[src/rtl/mux2_rr_arbiter_pkg.sv]
// Shared types for the two-requester round-robin arbiter: state encoding,
// default payload width and a small owner-to-state helper.
package mux2_rr_arbiter_pkg;

  localparam int unsigned DATA_W_DEF = 8;

  typedef enum logic [1:0] {
    ST_IDLE = 2'd0,
    ST_OWN0 = 2'd1,
    ST_OWN1 = 2'd2
  } state_t;

  // Map requester index (0/1) to its ownership state.
  function automatic state_t own_of(input logic who);
    return who ? ST_OWN1 : ST_OWN0;
  endfunction

endpackage

[src/rtl/mux2_w.sv]
// Plain combinational 2:1 data mux: s=0 selects a, s=1 selects b.
module mux2_w #(
  parameter int unsigned DATA_W = 8
) (
  input  logic [DATA_W-1:0] a,
  input  logic [DATA_W-1:0] b,
  input  logic              s,
  output logic [DATA_W-1:0] out
);

  assign out = s ? b : a;

endmodule

[src/rtl/mux2_rr_arbiter.sv]
// Round-robin arbiter giving two producers access to one valid/ready consumer,
// holding grants across bursts with a per-grant fairness cap of MAX_HOLD beats.
module mux2_rr_arbiter
  import mux2_rr_arbiter_pkg::*;
#(
  parameter int unsigned DATA_W   = DATA_W_DEF,
  parameter int unsigned MAX_HOLD = 4,
  parameter int unsigned CNT_W    = 3
) (
  input  logic              clk,
  input  logic              rst,
  input  logic              req0,
  input  logic              req1,
  input  logic [DATA_W-1:0] data0,
  input  logic [DATA_W-1:0] data1,
  input  logic              out_ready,
  output logic              gnt0,
  output logic              gnt1,
  output logic              sel,
  output logic              out_valid,
  output logic [DATA_W-1:0] out_data
);

  localparam logic [CNT_W-1:0] CNT_MAX = CNT_W'(MAX_HOLD - 1);

  state_t           state_q, state_d;
  logic [CNT_W-1:0] cnt_q, cnt_d;
  logic             last_q, last_d;
  logic             sel_d;
  logic             accept;
  logic             owner;
  logic             own_req;
  logic             oth_req;

  assign out_valid = (gnt0 & req0) | (gnt1 & req1);
  assign accept    = out_valid & out_ready;

  // Next-state, beat counter and last-owner update.
  always_comb begin
    state_d = state_q;
    cnt_d   = cnt_q;
    last_d  = last_q;
    owner   = (state_q == ST_OWN1);
    own_req = owner ? req1 : req0;
    oth_req = owner ? req0 : req1;
    case (state_q)
      ST_IDLE: begin
        cnt_d = '0;
        if (req0 && req1) begin
          state_d = own_of(~last_q);
        end else if (req0) begin
          state_d = ST_OWN0;
        end else if (req1) begin
          state_d = ST_OWN1;
        end
      end
      ST_OWN0, ST_OWN1: begin
        if (!own_req) begin
          // Owner withdrew: hand straight over if the other side is waiting.
          last_d  = owner;
          cnt_d   = '0;
          state_d = oth_req ? own_of(~owner) : ST_IDLE;
        end else if (accept) begin
          if (cnt_q == CNT_MAX && oth_req) begin
            last_d  = owner;
            cnt_d   = '0;
            state_d = own_of(~owner);
          end else if (cnt_q != CNT_MAX) begin
            cnt_d = cnt_q + CNT_W'(1);
          end
        end
      end
      default: begin
        state_d = ST_IDLE;
        cnt_d   = '0;
      end
    endcase
  end

  // Select follows the owner and keeps its last value while idle.
  always_comb begin
    sel_d = sel;
    if (state_d == ST_OWN1) begin
      sel_d = 1'b1;
    end else if (state_d == ST_OWN0) begin
      sel_d = 1'b0;
    end
  end

  always_ff @(posedge clk) begin
    if (rst) begin
      state_q <= ST_IDLE;
      cnt_q   <= '0;
      last_q  <= 1'b1;
      gnt0    <= 1'b0;
      gnt1    <= 1'b0;
      sel     <= 1'b0;
    end else begin
      state_q <= state_d;
      cnt_q   <= cnt_d;
      last_q  <= last_d;
      gnt0    <= (state_d == ST_OWN0);
      gnt1    <= (state_d == ST_OWN1);
      sel     <= sel_d;
    end
  end

  mux2_w #(.DATA_W(DATA_W)) u_mux (
    .a   (data0),
    .b   (data1),
    .s   (sel),
    .out (out_data)
  );

endmodule

[config.mk]
export PLATFORM = sky130hd
export DESIGN_NAME = mux2_rr_arbiter
export DESIGN_NICKNAME = d
export VERILOG_FILES = /design/src/rtl/mux2_rr_arbiter_pkg.sv /design/src/rtl/mux2_w.sv /design/src/rtl/mux2_rr_arbiter.sv
export SDC_FILE = /design/constraint.sdc
export NUM_CORES = 1
export LEC_CHECK = 0
export CORE_ASPECT_RATIO = 1.1
export CORE_MARGIN = 2
export CORE_UTILIZATION = 41
export CTS_CLUSTER_DIAMETER = 50
export CTS_CLUSTER_SIZE = 8
export DETAILED_ROUTE_END_ITERATION = 8
export PLACE_DENSITY_LB_ADDON = 0.2
export SETUP_SLACK_MARGIN = 0.05
export SYNTH_ARGS = -nofsm -noshare
export SYNTH_HDL_FRONTEND = slang
export SYNTH_SLANG_ARGS = --single-unit
[constraint.sdc]
create_clock -name clk -period 2.8 [get_ports clk]
set_input_delay 0.42 -clock clk [delete_from_list [all_inputs] [get_ports clk]]
set_output_delay 0.42 -clock clk [all_outputs]
set_load 0.01 [all_outputs]
==> results.yml, run 1 <==
final_layout:
  nets: 150
  diodes: 0
  syn2layout_area_growth_pct: 47.4
  nFillCells: 155
  drive_above_1_share_pct: 13.1
  final_cell_area_mm2: 0.00111
clocking:
  cts_buffers: 3
  cts_buffer_depth: 2
  numClockSinks: 9
  cts-root-buf: "clkbuf_4"
  cts_setup_buffers: 0
  insertion_delay_ns: 0.26
  post_cts_resized: 0
  h-tree-depth: 1
  clk_pin_slew_worst_paths_ns: 0.06
  cts_tree: "yes"
  cts_hold_buf: 0
die:
  ios: 33
  placementRows: 16
  die_area_mm2: 0.00219
  die_w_um: 44.8
  die_height_um: 48.9
  initial_core_util_pct: 42.7
  coreArea_mm2: 0.00176
detailed_routing:
  num_vias: 784
  drt-pass1-iter-count: 4
  drt-wirelength-per-cell_um: 13.3
  postRouteAntennaNets: 0
  drt_wl_total_um: 1860
  drt-vias-per-instance: 5.60
  drt_iter0_drc: 20
  drcViolationCount: 0
logic_synthesis:
  syn_area_per_cell_um2: 8.45
  synth_edf_count: 0
  synth_cell_types: 35
  ys_warn_count: 0
  synthCells: 89
  synth_area_um2: 752
  ys_seq_area_share_pct: 24.0
  async_flop_share_pct: 0
  syn_nets: 116
  synth-main-ff-cell: "dfxtp_1"
  ys_ff_latch: 9
timing:
  fin_crit_ns: 2.42
  hold_viol_final: 0
  relSlewSlack_pct: 71.8
  fmax_ghz: 0.412
  worst_pin_slew_ns: 0.422
  setup_violations: 0
  tns_ns: 0
  timing.final.crit_share_pct: 86.6
  skew_ns: 0.0101
  rsz0062_at_grt: "no"
  slew_viol_final: 0
power_and_ir_drop:
  p_sw_share_pct: 41.4
  p_leak_uw: 0.000428
  p_switching_uw: 409
  power_density_mw_per_mm2: 892
  vdd_ir_drop_max_mv: 0.648
  p_int_uw: 579
  p_comb_share_pct: 66.4
  seqPwrFrac_pct: 23.7
  p_clk_share_pct: 9.9
worst_setup_path:
  arrival_ns: 2.55
  crit_path_frequent_cell: "ha_1"
  crit_type: "register to register"
  crit_chain: "inv_1 > ha_1 > nand2b_4 > a211oi_1 > a311oi_1 > or3_1 > ha_1 > mux2i_1 > nor2_1"
  regToRegSetupSlack_ns: 0.38
  setup.worst_path.start_class: "register"
  path_delay_family: "simple AND/OR/NAND/NOR gates"
  crit_buf_inv: 1
  critPathSlowestCell: "dfxtp_1"
  slowest_delay_ns: 0.41
  end_kind: "register"
  cp_max_fo: 8
  worstPathRequired_ns: 2.93
grt:
  grt_max_degree: 12
  first_global_vias: 749
  antenna_found_initial: 0
  grt_util_all_layers_pct: 18.9
  grt_pass1_wl_um: 3140
  grt_overflow: 0
placement:
  io_buffer_count: 32
  gp_congestion: 0.813
  hpwl_um: 1550
  placed_area_mm2: 0.00108
status:
  status: "completed"
flow_run:
  drv_cap: 0
min_path:
  hold_class: "register to register"
==> power groups by stage <==
stage                     Sequential, uW  Clock [uW]  Combinational [uW]
after floorplan                      217           0                 447
after global placement               236           0                 644
after detailed placement             237           0                 659
after CTS                            236         104                 662
after global routing                 247         117                 732
final                                234        97.9                 657
==> layout by cell type, fill, tap and decap left out, types with 2 or more instances in the layout <==
cell type and n:
nor4_1 2, clkdlybuf4s50_1 32, nor3_1 2, mux2_2 8, ha_1 6, a31oi_1 3
a21o_1 2, o21ai_0 3, or3_1 2, o21a_1 3, nor2_1 2, mux2i_1 2
clkbuf_4 3, inv_1 4, a21oi_1 7, dfxtp_1 9, nand2_1 11, nor2b_1 3
==> registers in the layout, summed over array words and instances, names as in the netlist <==
signal,count
cnt_q,3
sel,1
last_q,1
state_q,2
gnt1,1
gnt0,1
==> metal layers <==
| layer | part of all wire (%) | up-vias | track usage [%] |
|---|---|---|---|
| met2 | 56 | 25 | 35.3 |
| met3 | 5.6 | 0 | 7.41 |
| li1 | - | 392 | - |
| met5 | 0 | - | 0 |
| met1 | 39 | 367 | 19.6 |
| met4 | 0 | 0 | 2.45 |
==> metrics by stage <==
step / hold slack (ns) / power [uW] / utilization, % / std cells / setup slack [ns]
after floorplan: 0.421 / 664 / - / 89 / 0.648
after global placement: 0.435 / 880 / 61.4 / 136 / 0.200
after detailed placement: 0.451 / 896 / 61.4 / 136 / 0.115
after CTS: 0.462 / 1000 / 62.9 / 140 / 0.366
after global routing: 0.483 / 1100 / 62.9 / 140 / 0.199
final: 0.460 / 989 / 62.9 / 140 / 0.376
==> cell usage after synthesis (2+ instances only) <==
| cell | count | area [um2] |
|---|---|---|
| nor3_1 | 2 | 10.0 |
| or3_1 | 2 | 12.5 |
| nor2b_1 | 3 | 18.8 |
| clkbuf_1 | 2 | 7.51 |
| dfxtp_1 | 9 | 180 |
| ha_1 | 6 | 75.1 |
| a21o_1 | 2 | 15.0 |
| mux2i_1 | 2 | 20.0 |
| mux2_2 | 8 | 90.1 |
| a31oi_1 | 3 | 18.8 |
| o21ai_0 | 3 | 15.0 |
| o21a_1 | 3 | 22.5 |
| nor4_1 | 2 | 12.5 |
| nand2_1 | 11 | 41.3 |
| a21oi_1 | 7 | 35.0 |
| inv_1 | 4 | 15.0 |
| nor2_1 | 2 | 7.51 |
==> worst register-to-register path, delay by kind of cell (launching register included) <==
family	cells	cell delay, ns
buffers and inverters	1	0.11
adder cells (fa/ha/maj)	2	0.61
AND/OR/NAND/NOR	3	0.64
multiplexers	1	0.18
AO/OA/AOI/OAI	2	0.35
flip-flops	1	0.41
==> cells by family (layout without fill, tap and decap cells) <==
logic type / after synthesis / after routing / synth area share [%]
and+or+nand+nor: 30 / 30 / 22.5
AOI/OAI and AO/OA: 26 / 26 / 24.3
muxes: 10 / 10 / 14.6
DFF: 9 / 9 / 24.0
buffers and inverters: 8 / 41 / 4.66
adders and majority gates: 6 / 6 / 9.98
==> path summary, 6_finish.rpt <==
kind	start	end	depth (start not counted)
max	state_q[0]$_SDFF_PP0_	sel$_SDFFE_PP0P_	9
min	cnt_q[2]$_SDFFE_PP0P_	cnt_q[2]$_SDFFE_PP0P_	2
max reg2reg	state_q[0]$_SDFF_PP0_	sel$_SDFFE_PP0P_	9
min reg2reg	cnt_q[2]$_SDFFE_PP0P_	cnt_q[2]$_SDFFE_PP0P_	2
==> final cells by class <==
class / instances / area, um2 / share of cell area [%]
tap: 18 / 22.5 / 2.03
clock buffer: 4 / 26.3 / 2.37
inverter: 4 / 15.0 / 1.35
timing repair buffer: 33 / 328 / 29.6
multi-input combinational: 72 / 537 / 48.4
sequential: 9 / 180 / 16.3
(Power assumes the default switching activity.)
==> run 2: changes to the inputs <==
--- a/config.mk
+++ b/config.mk
@@ -11,8 +11,10 @@
 export CTS_CLUSTER_DIAMETER = 50
 export CTS_CLUSTER_SIZE = 8
 export DETAILED_ROUTE_END_ITERATION = 8
+export GPL_TIMING_DRIVEN = 0
 export PLACE_DENSITY_LB_ADDON = 0.2
 export SETUP_SLACK_MARGIN = 0.05
+export SKIP_LAST_GASP = 1
 export SYNTH_ARGS = -nofsm -noshare
 export SYNTH_HDL_FRONTEND = slang
 export SYNTH_SLANG_ARGS = --single-unit
==> run 2 against run 1 <==
Routed wire length increased by 3.1%. Worst hold slack got worse by 0.0095 ns. Utilization grew 0.78 points. Via count decreased by 0.38%. Register-to-register slack barely moved. Non-clock buffer count grew 3. Clock power up 11%. Total power grew 1.3%. Global-route usage is 0.36 points lower. Count of clock-buffer cells in the layout decreased by 1. Worst setup slack is essentially flat.
==> results.yml, run 2 (synthesis gave the netlist of run 1 again) <==
status:
  status: "completed"
clocking:
  cts_tree: "yes"
  cts_buffer_depth: 2
  h-tree-depth: 1
  cts_hold_buf: 0
  post_cts_resized: 0
  insertion_delay_ns: 0.27
  numClockSinks: 9
  clk_pin_slew_worst_paths_ns: 0.08
  cts-root-buf: "clkbuf_4"
  cts_buffers: 3
  cts_setup_buffers: 0
worst_setup_path:
  cp_max_fo: 8
  arrival_ns: 2.59
  setup.worst_path.start_class: "register"
  crit_type: "register to register"
  r2r-end: "sel$_SDFFE_PP0P_"
  worstPathRequired_ns: 2.96
  rr_worst_depth: 9
  end_kind: "register"
  regToRegSetupSlack_ns: 0.38
  reg2reg_from: "state_q[0]$_SDFF_PP0_"
grt:
  grt_util_all_layers_pct: 18.5
  antenna_found_initial: 0
  grt_max_degree: 11
  first_global_vias: 712
  grt_pass1_wl_um: 3000
  grt_overflow: 0
placement:
  placed_area_mm2: 0.00109
  place_inst: 139
  pre_cts_ws_ns: 0.149
  gp_congestion: 0.791
  hpwl_um: 1610
  io_buffer_count: 32
timing:
  fin_crit_ns: 2.42
  worst_pin_slew_ns: 0.530
  hold_viol_final: 0
  slew_viol_final: 0
  rsz0062_at_grt: "no"
  timing.final.crit_share_pct: 86.6
  setup_violations: 0
  fmax_ghz: 0.412
  setup_slack_ns: 0.375
  tns_ns: 0
  relSlewSlack_pct: 64.4
  skew_ns: 0.00881
die:
  initial_core_util_pct: 42.7
  die_area_mm2: 0.00219
  placementRows: 16
  coreArea_mm2: 0.00176
  die_w_um: 44.8
  ios: 33
  die_height_um: 48.9
min_path:
  worstHoldPathCells: 2
  holdCritStartpoint: "cnt_q[2]$_SDFFE_PP0P_"
  hold_class: "register to register"
  hold_end: "cnt_q[2]$_SDFFE_PP0P_"
final_layout:
  nets: 153
  drive_above_1_share_pct: 14.4
  nFillCells: 157
  final_cell_mix: "clkdlybuf4s50_1, nand2_1, dfxtp_1, mux2_2, a21oi_1"
  reg.largest.list: "cnt_q (3), state_q (2)"
  final_cell_area_mm2: 0.00112
  diodes: 0
  syn2layout_area_growth_pct: 49.3
  regMostFlops: "cnt_q"
  multiInputGateArea_um2: 537
  largest_reg_flops: 3
  finalNonFillerCells: 143
  final_common_cell: "clkdlybuf4s50_1"
  seq_area_um2: 180
detailed_routing:
  wl_met2_um: 1080
  wl_met3_um: 99
  num_vias: 781
  drcViolationCount: 0
  postRouteAntennaNets: 0
  drt-wirelength-per-cell_um: 13.4
  drt-pass1-iter-count: 4
  drt_iter0_drc: 11
  wl_met1_um: 724
  drt-vias-per-instance: 5.46
  top_layer: "met4"
  drt_wl_total_um: 1920
power_and_ir_drop:
  p_leak_uw: 0.000437
  power_density_mw_per_mm2: 893
  vdd_ir_drop_max_mv: 0.607
flow_run:
  drv_cap: 0
run 2: area by class of cell:
class | count | area share [%]
buffer | 4 | 1.78
clock buffer | 3 | 2.01
clock inverter | 1 | 0.446
inverter | 4 | 1.34
multi-input combinational | 72 | 47.8
sequential | 9 | 16.1
tap | 18 | 2.01
timing repair buffer | 32 | 28.5
run 2: worst max-delay path by stage:
stage                               start                to  slack (ns)
global placement                out_ready  sel$_SDFFE_PP0P_        0.20
CTS                 state_q[0]$_SDFF_PP0_  sel$_SDFFE_PP0P_        0.37
detailed placement                   req1  sel$_SDFFE_PP0P_        0.15
finish              state_q[0]$_SDFF_PP0_  sel$_SDFFE_PP0P_        0.38
global route        state_q[0]$_SDFF_PP0_  sel$_SDFFE_PP0P_        0.24
floorplan           state_q[0]$_SDFF_PP0_  sel$_SDFFE_PP0P_        0.65
run 2: where the power goes:
part / leakage (uW) / switching, uW / internal (uW)
logic: 0.000346 / 323 / 357
clock network: 0.0000177 / 56.5 / 52.9
registers: 0.0000734 / 43.0 / 170
run 2: per-layer routing:
metal | vias up | track usage (%)
met1 | 358 | 21.0
li1 | 397 | -
met2 | 24 | 33.6
met3 | 2 | 4.44
met4 | 0 | 4.41
met5 | - | 0
run 2: worst max-delay path, stage by stage, from the launching register on:
cell and delay, ns:
dfxtp_1 0.41, inv_1 0.10, ha_1 0.31, nand2b_4 0.20
a211oi_1 0.24, a311oi_1 0.13, or3_1 0.40, ha_1 0.30
mux2i_1 0.18, nor2_1 0.05
run 2: metrics by stage:
stage	hold slack (ns)	total power, uW	util [%]
floorplan	0.421	664	-
global placement	0.432	881	62.1
detailed placement	0.449	895	62.1
CTS	0.459	1010	63.7
global route	0.465	1080	63.7
finish	0.450	1000	63.7
==> run 3: changes to the inputs <==
--- a/config.mk
+++ b/config.mk
@@ -7,7 +7,7 @@
 export LEC_CHECK = 0
 export CORE_ASPECT_RATIO = 1.1
 export CORE_MARGIN = 2
-export CORE_UTILIZATION = 41
+export CORE_UTILIZATION = 44
 export CTS_CLUSTER_DIAMETER = 50
 export CTS_CLUSTER_SIZE = 8
 export DETAILED_ROUTE_END_ITERATION = 8
==> constraint.sdc (replaced) <==
create_clock -name clk -period 3.1 [get_ports clk]
set_input_delay 0.465 -clock clk [delete_from_list [all_inputs] [get_ports clk]]
set_output_delay 0.465 -clock clk [all_outputs]
set_load 0.01 [all_outputs]
==> run 3 against run 2 <==
Routed wire length rose by 5.8%. Count of clock-buffer cells in the layout rose by 1. Final cell count fell by 0.70%. Utilization rose by 6.5 points. Critical path depth did not move. Sequential share of layout area barely moved. Non-clock buffer count did not move. Maximum frequency fell by 2.6%. Worst setup slack improved by 0.23 ns. Total power fell by 9.0%. Register-to-register slack improved by 0.23 ns.
==> results.yml, run 3 (synthesis gave the netlist of run 1 again) <==
detailed_routing:
  postRouteAntennaNets: 0
  num_vias: 842
  drt-pass1-iter-count: 4
  drt-wirelength-per-cell_um: 14.3
  drt-vias-per-instance: 5.93
  drt_wl_total_um: 2030
  drt_iter0_drc: 35
  drcViolationCount: 0
placement:
  gp_congestion: 0.824
  placed_area_mm2: 0.00109
  place_inst: 138
  pre_cts_ws_ns: 0.387
  io_buffer_count: 32
timing:
  setup_slack_ns: 0.610
  slew_viol_final: 0
  rsz0062_at_grt: "no"
  skew_ns: 0.00268
  tns_ns: 0
  worst_pin_slew_ns: 0.474
  fmax_ghz: 0.402
  setup_violations: 0
  timing.final.crit_share_pct: 80.3
  fin_crit_ns: 2.49
  relSlewSlack_pct: 68.2
  hold_viol_final: 0
worst_setup_path:
  worstPathRequired_ns: 3.24
  end_kind: "register"
  r2r-end: "sel$_SDFFE_PP0P_"
  arrival_ns: 2.63
  crit_type: "register to register"
  reg2reg_from: "state_q[0]$_SDFF_PP0_"
  rr_worst_depth: 9
  crit_end: "sel$_SDFFE_PP0P_"
  regToRegSetupSlack_ns: 0.61
  crit_start: "state_q[0]$_SDFF_PP0_"
  setup.worst_path.start_class: "register"
  cp_max_fo: 8
final_layout:
  post-route-util_pct: 70.2
  final_cell_area_mm2: 0.00112
  largest_reg_flops: 3
  finalNonFillerCells: 142
  drive_above_1_share_pct: 13.6
  syn2layout_area_growth_pct: 48.9
  diodes: 0
  final_common_cell: "clkdlybuf4s50_1"
  nets: 153
  regMostFlops: "cnt_q"
  final_cell_mix: "clkdlybuf4s50_1, nand2_1, dfxtp_1, mux2_2, a21oi_1"
  reg.largest.list: "cnt_q (3), state_q (2)"
  nFillCells: 126
clocking:
  h-tree-depth: 1
  cts-root-buf: "clkbuf_4"
  cts_hold_buf: 0
  clk_pin_slew_worst_paths_ns: 0.07
  cts_buffer_depth: 2
  cts_tree: "yes"
  numClockSinks: 9
  insertion_delay_ns: 0.26
  post_cts_resized: 0
  cts_buffers: 3
  cts_setup_buffers: 0
die:
  coreArea_mm2: 0.00160
  initial_core_util_pct: 47.1
  die_height_um: 47.4
  die_w_um: 43.4
  ios: 33
  placementRows: 15
  die_area_mm2: 0.00206
status:
  status: "completed"
grt:
  grt_pass1_wl_um: 3060
  antenna_found_initial: 0
  first_global_vias: 734
  grt_max_degree: 11
  grt_overflow: 0
  grt_util_all_layers_pct: 20.6
power_and_ir_drop:
  vdd_ir_drop_max_mv: 0.598
  p_leak_uw: 0.000435
  power_density_mw_per_mm2: 814
flow_run:
  drv_cap: 0
min_path:
  hold_class: "register to register"
-- run 3: worst max-delay path, cell delays in order (launching register included) --
cell	delay (ns)
dfxtp_1	0.44
inv_1	0.11
ha_1	0.32
nand2b_4	0.21
a211oi_1	0.24
a311oi_1	0.12
or3_1	0.39
ha_1	0.30
mux2i_1	0.18
nor2_1	0.06
-- run 3: layout make-up --
cell class / instances / area (um2) / area share (%)
sequential: 9 / 180 / 16.1
buffer: 4 / 20.0 / 1.79
timing repair buffer: 32 / 320 / 28.6
tap: 17 / 21.3 / 1.90
multi-input combinational: 72 / 537 / 47.9
clock buffer: 4 / 26.3 / 2.35
inverter: 4 / 15.0 / 1.34
-- run 3: per-layer routing --
metal / part of all wire, % / up-vias / track usage, %
met5: 0 / - / 0
met4: 2.6 / 0 / 10.9
met3: 5.8 / 6 / 3.85
met2: 56 / 45 / 41.5
met1: 35 / 392 / 20.0
li1: - / 399 / -
-- run 3: worst min-delay path by stage --
stage | from | end | slack [ns] | depth (start not counted)
2_1_floorplan | cnt_q[2]$_SDFFE_PP0P_ | cnt_q[2]$_SDFFE_PP0P_ | 0.42 | 2
3_3_place_gp | cnt_q[2]$_SDFFE_PP0P_ | cnt_q[2]$_SDFFE_PP0P_ | 0.44 | 2
5_1_grt | cnt_q[2]$_SDFFE_PP0P_ | cnt_q[2]$_SDFFE_PP0P_ | 0.49 | 2
3_5_place_dp | cnt_q[2]$_SDFFE_PP0P_ | cnt_q[2]$_SDFFE_PP0P_ | 0.46 | 2
6_report | cnt_q[1]$_SDFFE_PP0P_ | cnt_q[1]$_SDFFE_PP0P_ | 0.47 | 2
4_1_cts | cnt_q[2]$_SDFFE_PP0P_ | cnt_q[2]$_SDFFE_PP0P_ | 0.47 | 2
-- run 3: power by group --
part	switching (uW)	internal (uW)	total (uW)
sequential	41.3	153	195
clock	44.3	49.6	93.9
combinational	298	324	623
total	384	527	911
-- run 3: metrics by stage --
step                total power [uW]  hold slack (ns)
floorplan                        600            0.421
global placement                 792            0.438
detailed placement               813            0.464
CTS                              912            0.473
global route                     986            0.493
finish                           911            0.468
